===== src/rtl/slurm16_cpu_hazard_ctrl.sv =====
// Stall/bubble sequencer and hazard scoreboard for the slurm16 four-stage pipeline.
// Optional stall performance counter: define SLURM16_HAZARD_PERF_EN.
module slurm16_cpu_hazard_ctrl #(
  parameter int REGISTER_BITS  = 4,
  parameter int STALL_CNT_BITS = 16
) (
  input  logic                      CLK,
  input  logic                      RST,
  input  logic [REGISTER_BITS-1:0]  hazard_reg0,
  input  logic                      modifies_flags0,
  input  logic                      hazard_1,
  input  logic                      hazard_2,
  input  logic                      hazard_3,
  input  logic                      mem_wait,
  input  logic                      flush,
  input  logic                      perf_clr,
  output logic [REGISTER_BITS-1:0]  hazard_reg1,
  output logic [REGISTER_BITS-1:0]  hazard_reg2,
  output logic [REGISTER_BITS-1:0]  hazard_reg3,
  output logic                      modifies_flags1,
  output logic                      modifies_flags2,
  output logic                      modifies_flags3,
  output logic                      stall_p0,
  output logic                      bubble_p1,
  output logic                      freeze,
  output logic [STALL_CNT_BITS-1:0] stall_cycles,
  output logic [1:0]                state_dbg
);

  typedef enum logic [1:0] {
    RUN        = 2'd0,
    STALL      = 2'd1,
    FLUSH_PEND = 2'd2
  } state_t;

  state_t     state;
  logic [1:0] cnt;
  logic       any_haz;
  logic       flush_eff;
  logic       stall_act;
  logic [1:0] stall_len;

  // A producer must leave slot 3 before the consumer advances: length is 4-k for lowest k.
  assign any_haz   = hazard_1 | hazard_2 | hazard_3;
  assign stall_len = hazard_1 ? 2'd3 : (hazard_2 ? 2'd2 : 2'd1);
  assign flush_eff = !mem_wait && (flush || (state == FLUSH_PEND));
  assign stall_act = !RST && !mem_wait && !flush_eff &&
                     ((state == STALL) || ((state == RUN) && any_haz));

  assign stall_p0  = stall_act;
  assign bubble_p1 = stall_act;
  assign freeze    = !RST && mem_wait;
  assign state_dbg = state;

  always_ff @(posedge CLK) begin
    if (RST) begin
      state           <= RUN;
      cnt             <= 2'd0;
      hazard_reg1     <= '0;
      hazard_reg2     <= '0;
      hazard_reg3     <= '0;
      modifies_flags1 <= 1'b0;
      modifies_flags2 <= 1'b0;
      modifies_flags3 <= 1'b0;
    end else if (mem_wait) begin
      // Everything holds; a flush seen now is remembered and applied on release.
      if (flush) state <= FLUSH_PEND;
    end else if (flush_eff) begin
      hazard_reg3     <= hazard_reg2;
      hazard_reg2     <= '0;
      hazard_reg1     <= '0;
      modifies_flags3 <= modifies_flags2;
      modifies_flags2 <= 1'b0;
      modifies_flags1 <= 1'b0;
      cnt             <= 2'd0;
      state           <= RUN;
    end else begin
      hazard_reg3     <= hazard_reg2;
      hazard_reg2     <= hazard_reg1;
      modifies_flags3 <= modifies_flags2;
      modifies_flags2 <= modifies_flags1;
      hazard_reg1     <= stall_act ? '0 : hazard_reg0;
      modifies_flags1 <= stall_act ? 1'b0 : modifies_flags0;
      case (state)
        RUN: begin
          if (any_haz) begin
            cnt   <= stall_len - 2'd1;
            state <= (stall_len > 2'd1) ? STALL : RUN;
          end
        end
        STALL: begin
          if (cnt <= 2'd1) begin
            cnt   <= 2'd0;
            state <= RUN;
          end else begin
            cnt <= cnt - 2'd1;
          end
        end
        default: begin
          cnt   <= 2'd0;
          state <= RUN;
        end
      endcase
    end
  end

`ifdef SLURM16_HAZARD_PERF_EN
  always_ff @(posedge CLK) begin
    if (RST) begin
      stall_cycles <= '0;
    end else if (perf_clr) begin
      stall_cycles <= '0;
    end else if ((stall_p0 || freeze) && !(&stall_cycles)) begin
      stall_cycles <= stall_cycles + 1'b1;
    end
  end
`else
  logic unused_perf_clr;
  assign unused_perf_clr = perf_clr;
  assign stall_cycles    = '0;
`endif

endmodule

===== config.mk =====
export PLATFORM = sky130hd
export DESIGN_NAME = slurm16_cpu_hazard_ctrl
export DESIGN_NICKNAME = d
export VERILOG_FILES = /design/src/rtl/slurm16_cpu_hazard_ctrl.sv
export SDC_FILE = /design/constraint.sdc
export NUM_CORES = 1
export LEC_CHECK = 0
export ABC_CLOCK_PERIOD_IN_PS = 1330
export CAP_MARGIN = 10
export CORE_ASPECT_RATIO = 1.75
export CORE_MARGIN = 2
export CORE_UTILIZATION = 33
export CTS_CLUSTER_SIZE = 10
export DETAILED_ROUTE_END_ITERATION = 7
export GPL_TIMING_DRIVEN = 0
export PLACE_DENSITY_LB_ADDON = 0.2
export SLEW_MARGIN = 0
export SYNTH_ARGS = -nofsm -noshare
export SYNTH_HDL_FRONTEND = slang
export SYNTH_SLANG_ARGS = --single-unit

===== constraint.sdc =====
create_clock -name CLK -period 1.33 [get_ports CLK]
set_input_delay 0.133 -clock CLK [delete_from_list [all_inputs] [get_ports CLK]]
set_output_delay 0.133 -clock CLK [all_outputs]
set_load 0.05 [all_outputs]

==> results of run 1 <==
power by group:
group          switching [uW]  internal, uW  leakage [uW]
sequential               10.4           579      0.000155
combinational             228           124      0.000532
clock                     177           212     0.0000228
final timing paths:
kind / slack [ns] / startpoint / endpoint / cells past startpoint
worst min-delay path: 0.41 / hazard_1 / cnt[1] / 3
worst max-delay path: -0.12 / state_dbg[0] / stall_p0 / 5
worst max register to register: -0.08 / state_dbg[0] / modifies_flags1 / 6
worst min register to register: 0.49 / hazard_reg3[0] / hazard_reg3[0] / 2
Yosys cell counts:
cell,n,area [sq um]
sky130_fd_sc_hd__o32ai_1,1,8.76
sky130_fd_sc_hd__nor2_1,9,33.8
sky130_fd_sc_hd__nand3_1,1,5.00
sky130_fd_sc_hd__buf_4,17,128
sky130_fd_sc_hd__nor2b_1,3,18.8
sky130_fd_sc_hd__inv_2,1,3.75
sky130_fd_sc_hd__a22o_1,5,43.8
sky130_fd_sc_hd__nand2_1,2,7.51
sky130_fd_sc_hd__a32o_1,6,60.1
sky130_fd_sc_hd__dfxtp_1,19,380
sky130_fd_sc_hd__nand2b_1,1,6.26
sky130_fd_sc_hd__and4b_1,1,10.0
sky130_fd_sc_hd__o21ai_0,2,10.0
sky130_fd_sc_hd__buf_2,1,5.00
sky130_fd_sc_hd__clkbuf_1,2,7.51
sky130_fd_sc_hd__a2111oi_4,1,27.5
sky130_fd_sc_hd__o31ai_1,1,7.51
sky130_fd_sc_hd__nor3_1,1,5.00
sky130_fd_sc_hd__a211o_1,1,8.76
sky130_fd_sc_hd__mux2i_1,5,50.1
sky130_fd_sc_hd__nor4_1,2,12.5
sky130_fd_sc_hd__a211oi_1,1,7.51
sky130_fd_sc_hd__inv_1,2,7.51
sky130_fd_sc_hd__conb_1,1,3.75
metal layers:
metal  part of all wire (%)  up-vias
met4                    2.2        0
li1                       -      397
met1                     35      364
met3                    5.9        4
met5                      0        -
met2                     57       38
sequential cells by signal, indices dropped and copies added, names as in the netlist:
signal / count
hazard_reg3: 4
state_dbg: 2
cnt: 2
modifies_flags2: 1
modifies_flags3: 1
hazard_reg1: 4
hazard_reg2: 4
modifies_flags1: 1
final cells by class:
type / count / area, sq um / area share [%]
plain buffers: 20 / 153 / 10.6
clock buffers: 4 / 45.0 / 3.14
inverters: 3 / 15.0 / 1.05
multi-input cells: 59 / 428 / 29.8
flip-flops and latches: 19 / 388 / 27.1
well taps: 26 / 32.5 / 2.27
repair buffers: 41 / 373 / 26.0
kinds of logic after synthesis:
family / after synthesis / synth area share [%]
AO/OA/AOI/OAI: 18 / 20.3
buffers and inverters: 23 / 17.6
flip-flops: 19 / 44.3
multiplexers: 5 / 5.83
other: 1 / 0.437
AND/OR/NAND/NOR: 20 / 11.5
through the flow:
stage / total power [uW] / std cells / worst slack, ns / cell area [sq um]
detailed placement: 937 / 158 / -1.05 / 1310
CTS: 1320 / 168 / -0.252 / 1380
floorplan: 850 / 101 / -0.0841 / 968
global placement: 934 / 158 / -1.06 / 1310
finish: 1330 / 172 / -0.118 / 1430
global route: 1390 / 172 / -0.185 / 1430
worst max-delay path: cells and delay by family (launching register included):
kind | cells | cell delay (ns)
DFF | 1 | 0.35
and+or+nand+nor | 2 | 0.36
buffers and inverters | 3 | 0.35
timing repair:
item                       in CTS  in global routing
setup endpoints to repair      33                 15
cloned                          0                  1
pin swaps                       3                  7
gates resized for setup        46                 16
setup buffers                   6                  3
==> qor.txt, run 1 <==
Antenna violations before repair: 0
Setup total negative slack: -0.634 ns
I/O pin cnt: 49
Min-Delay Path Class: in2reg
Min setup slack post-route: -0.118 ns
CTS tree: yes
Power density over cell area: 928 nW/um^2
Fraction of layout instances using a drive strength above 1: 32.2%
Final standard cell utilization of the core: 57.5%
Cell chosen for the clock root: sky130_fd_sc_hd__clkbuf_8
Die outline area: 3040 sq um
Average wire length per cell after detail routing: 13.2 microns
Highest clock rate: 0.691 GHz
Vias per std cell: 4.67
Clock network latency to the later pin of the worst-skew pair: 0.25 ns
Number of hold violations in the final report: 0
Routed via count: 803
Required @ worst endpoint: 1.20 ns
Met1 track demand over resource in global routing: 16.2%
Maximum number of pins on one net before global-route repair: 11
Cell count after synthesis: 86
Routability Congestion: 0.729
Most common cell after layout, fill and taps aside: sky130_fd_sc_hd__buf_4
Layout Area Growth over Synthesis: 67.1%
Starting DRC count in detailed routing: 32
First-pass GRT wire length: 3610 microns
Global-route met3 utilization: 2.02%
Clock transition at path regs: 0.07 ns
RSZ-0062 raised after global routing: yes
Worst-case clock buffer depth: 2
Period minus WS final: 1.45 ns
Gr usage total: 15.3%
Post-synth design cell area: 858 sq um
Antenna Diode Count: 0
Commonest cells after routing, fill and taps aside: sky130_fd_sc_hd__buf_4 (26), sky130_fd_sc_hd__dfxtp_1 (17), sky130_fd_sc_hd__conb_1 (16)
Met2 track demand over resource: 29.2%
Clk sinks: 19
Horiz. Die Dim: 42.6 microns
Violated checks: setup timing
Leakage power: 0.000710 uW
Syn Area/Cell: 9.98 sq um
Cell-by-cell trace of the critical path: nor4_4 -> nand2b_4 -> clkinvlp_4 -> buf_8 -> buf_8
Number of buffers created by CTS: 3
Slowest library cell on the worst path: sky130_fd_sc_hd__dfxtp_4
Number of distinct library cells after synthesis: 24
Delay of the slowest cell on the worst path: 0.35 ns
Data arrival, critical path: 1.32 ns
Clk_skew: 0.00302 ns
Element type at the critical path start: flop
Detailed Route WL: 2280 microns
Vias in the first global route: 772
Placement row count: 24
Fillcell total: 245
Starting density of the core: 34.4%
Overflow after GRT: 0
Port-buffer cells: 31
Grt peak-use layer: met2
Number of remaining DRC errors: 0
Portion of the post-synthesis area used by sequential elements: 44.3%
Result of the run: finished with violations
Number of warnings issued by yosys: 0
Final critical-path share of the clock period: 109%
Max cap viols: 0
Count of hold buffers inserted by post-cts repair: 0
Number of setup violations in the final report: 12
Most repeated library cell on the critical path: sky130_fd_sc_hd__buf_8
Maximum fanout count along the critical path: 2
Net count of the finished layout: 160
Worst IR Drop VDD: 0.000956 V
Number of flip-flops and latches in the synthesized netlist: 19
Area of the placeable core: 2490 sq um
Die boundary height: 71.5 microns
# H-tree levels: 1
Number of nets with antenna violations after detailed routing: 0
Type of the setup path with the least slack: reg2out
Endpoint type of the worst setup path: output port
Max Transition Viols Final: 0
Worst slack on hold paths: 0.407 ns
Pre-antenna DRT Iters: 2
(Power assumes the default switching activity.)
==> inputs of run 2 (changes only) <==
--- a/config.mk
+++ b/config.mk
@@ -12,8 +12,8 @@
 export CORE_UTILIZATION = 33
 export CTS_CLUSTER_SIZE = 10
 export DETAILED_ROUTE_END_ITERATION = 7
-export GPL_TIMING_DRIVEN = 0
 export PLACE_DENSITY_LB_ADDON = 0.2
+export SKIP_LAST_GASP = 1
 export SLEW_MARGIN = 0
 export SYNTH_ARGS = -nofsm -noshare
 export SYNTH_HDL_FRONTEND = slang
==> run 2 against run 1 <==
  * The run still ends with setup timing left
  * Die area did not move
  * Utilization rose by 5.2 points
  * Critical path depth fell by 1
  * Final area rose by 9.0%
  * Non-clock buffer count fell by 12
  * Sequential power rose by 1%
  * First-iteration DRC count fell by 59%
  * Setup slack got worse by 0.10 ns
  * Critical path type unchanged
  * Largest cell class unchanged
  * Highest routed layer unchanged
==> qor.txt, run 2 (synthesis gave the netlist of run 1 again) <==
Cell count of the worst hold path: 4 (+1)
Data arrival, critical path: 1.42 ns (+0.10 ns)
Clock transition at path regs: 0.08 ns (about the same)
RSZ-0062 raised after global routing: yes
Fillcell total: 197 (-20%)
Number of nets with antenna violations after detailed routing: 0 (unchanged)
Detailed Route WL: 2120 microns (-6.9%)
Overflow after GRT: 0 (unchanged)
HPWL Detailed: 1660 microns
Clk sinks: 19 (unchanged)
Die outline area: 3040 sq um (unchanged)
Max cap viols: 0 (unchanged)
Slowest library cell on the worst path: sky130_fd_sc_hd__dfxtp_4
Type of the setup path with the least slack: reg2out
Startpoint of the most critical register-to-register path: state_dbg[0]
I/O pin cnt: 49 (unchanged)
Placement row count: 24 (unchanged)
Fraction of layout instances using a drive strength above 1: 37.3% (+5.1 points)
Worst-case clock buffer depth: 2 (unchanged)
Net count of the finished layout: 148 (-7.5%)
Register-to-register setup slack: -0.02 ns (+0.06 ns)
First-pass GRT wire length: 3420 microns (-5.2%)
Power density over cell area: 879 nW/um^2 (-5.2%)
Period minus WS final: 1.55 ns (+0.105 ns)
Port-buffer cells: 31 (unchanged)
Delay of the slowest cell on the worst path: 0.35 ns (about the same)
Maximum fanout count along the critical path: 3 (+1)
Clock network latency to the later pin of the worst-skew pair: 0.26 ns (about the same)
Endpoint type of the worst setup path: output port
Total power: 1370 uW (+3.3%)
Horiz. Die Dim: 42.6 microns (unchanged)
Final critical-path share of the clock period: 117% (+7.9 points)
Max Transition Viols Final: 0 (unchanged)
Cell family with the largest share of critical-path delay: simple AND/OR/NAND/NOR gates
Buffer and inverter count on the worst path: 2 (-1)
Result of the run: finished with violations
Starting DRC count in detailed routing: 13 (-59%)
Pre-antenna DRT Iters: 4 (+2)
# H-tree levels: 1 (unchanged)
Area of the multi-input gates: 420 sq um (-1.8%)
Cell chosen for the clock root: sky130_fd_sc_hd__clkbuf_8
Maximum number of pins on one net before global-route repair: 13 (+2)
Worst slack on hold paths: 0.419 ns (+0.0126 ns)
Worst IR Drop VDD: 0.000605 V (-37%)
Antenna violations before repair: 0 (unchanged)
Antenna Diode Count: 0 (unchanged)
Cell-by-cell trace of the critical path: nor4_4 -> nand2b_4 -> clkinvlp_4 -> buf_12
Most common cell after layout, fill and taps aside: sky130_fd_sc_hd__buf_12
Number of hold violations in the final report: 0 (unchanged)
Element type at the critical path start: flop
Required @ worst endpoint: 1.20 ns (about the same)
Die boundary height: 71.5 microns (unchanged)
Final standard cell utilization of the core: 62.7% (+5.2 points)
Post-Place Setup Slack: -0.296 ns (+0.754 ns)
Area of the placeable core: 2490 sq um (unchanged)
Number of setup violations in the final report: 7 (-5)
Violated checks: setup timing
Clk_skew: 0.00655 ns (+0.00353 ns)
Min setup slack post-route: -0.223 ns (-0.105 ns)
Destination of the worst hold path: cnt[1]
Starting density of the core: 34.4% (unchanged)
Commonest cells after routing, fill and taps aside: sky130_fd_sc_hd__buf_12 (20), sky130_fd_sc_hd__dfxtp_1 (17), sky130_fd_sc_hd__conb_1 (16)
Layout Area Growth over Synthesis: 82.1%
Number of remaining DRC errors: 0 (unchanged)
Gr usage total: 14.6% (-0.74 points)
Number of buffers created by CTS: 3 (unchanged)
Average wire length per cell after detail routing: 13.2 microns (about the same)
Routability Congestion: 0.710 (-2.6%)
Highest clock rate: 0.644 GHz (-6.8%)
Vias per std cell: 4.82 (+3.2%)
Min-Delay Path Class: in2reg
Vias in the first global route: 775 (+0.39%)
Routed via count: 771 (-4.0%)
Largest regs: hazard_reg1 (4), hazard_reg2 (4), hazard_reg3 (4)
Worst min-delay path startpoint: hazard_3
Flip-flop and latch area: 385 sq um (-0.65%)
R2R depth: 6 (unchanged)
CTS tree: yes
Leakage power: 0.000678 uW (-4.5%)
Terminus of the critical flop-to-flop path: hazard_reg2[2]
## run 2: changes by cell type in the layout (fill, tap and decap cells not counted), sizes merged
cell           previous run  this run
buf                      31        38
clkdlybuf4s15             6         0
inv                       2         3
clkbuf                    7         3
clkdlybuf4s50             5         7
dlygate4sd2              15         2
dlymetal6s2s              1         2
## run 2: tightest hold or removal path, cell delays in order
cell	delay, ns
sky130_fd_sc_hd__dlymetal6s2s_1	0.12
sky130_fd_sc_hd__nor4_4	0.07
sky130_fd_sc_hd__a211oi_1	0.20
sky130_fd_sc_hd__o21ai_0	0.10
## run 2: how the worst max path moves through the flow
stage                     depth (start not counted)       end    startpoint
after floorplan                                   4  stall_p0  state_dbg[0]
after global placement                            5  stall_p0      hazard_2
after detailed placement                          5  stall_p0      hazard_2
after CTS                                         4  stall_p0  state_dbg[0]
after global routing                              4  stall_p0  state_dbg[0]
final                                             4  stall_p0  state_dbg[0]
## run 2: repair_timing
item                       in CTS  in global routing
gates resized for setup         3                  6
pin swaps                       1                  2
gates cloned                    0                  1
hold buffers                    0                  0
setup buffers                   2                  3
setup endpoints to repair       3                 12
## run 2: area by class of cell
cell class                      instances  share of cell area [%]
Sequential cell                        19                    24.7
Timing Repair Buffer                   49                    42.2
Clock buffer                            3                    2.64
Clock inverter                          1                   0.400
Inverter                                3                    1.12
Tap cell                               26                    2.08
Multi-Input combinational cell         59                    26.9
## run 2: stage by stage
stage          instance area [sq um]  setup TNS [ns]  instances
6_report                        1560          -0.486        160
5_1_grt                         1560           -1.25        160
4_1_cts                         1520          -0.582        156
3_5_place_dp                    1450           -3.35        150
3_3_place_gp                    1450           -2.89        150
2_1_floorplan                    968          -0.219        101
## run 2: layer usage
layer,wire length (microns),global-route usage (%),vias to the layer above
li1,-,-,371
met1,716,14.1,362
met2,1230,27.4,34
met3,140,3.53,4
met4,34,7.64,0
met5,0,0,-
## run 2: power by group
part | switching [uW] | total (uW) | internal [uW] | leakage (uW)
Clock | 202 | 415 | 213 | 0.0000260
Combinational | 221 | 361 | 139 | 0.000497
Sequential | 17.6 | 598 | 580 | 0.000155
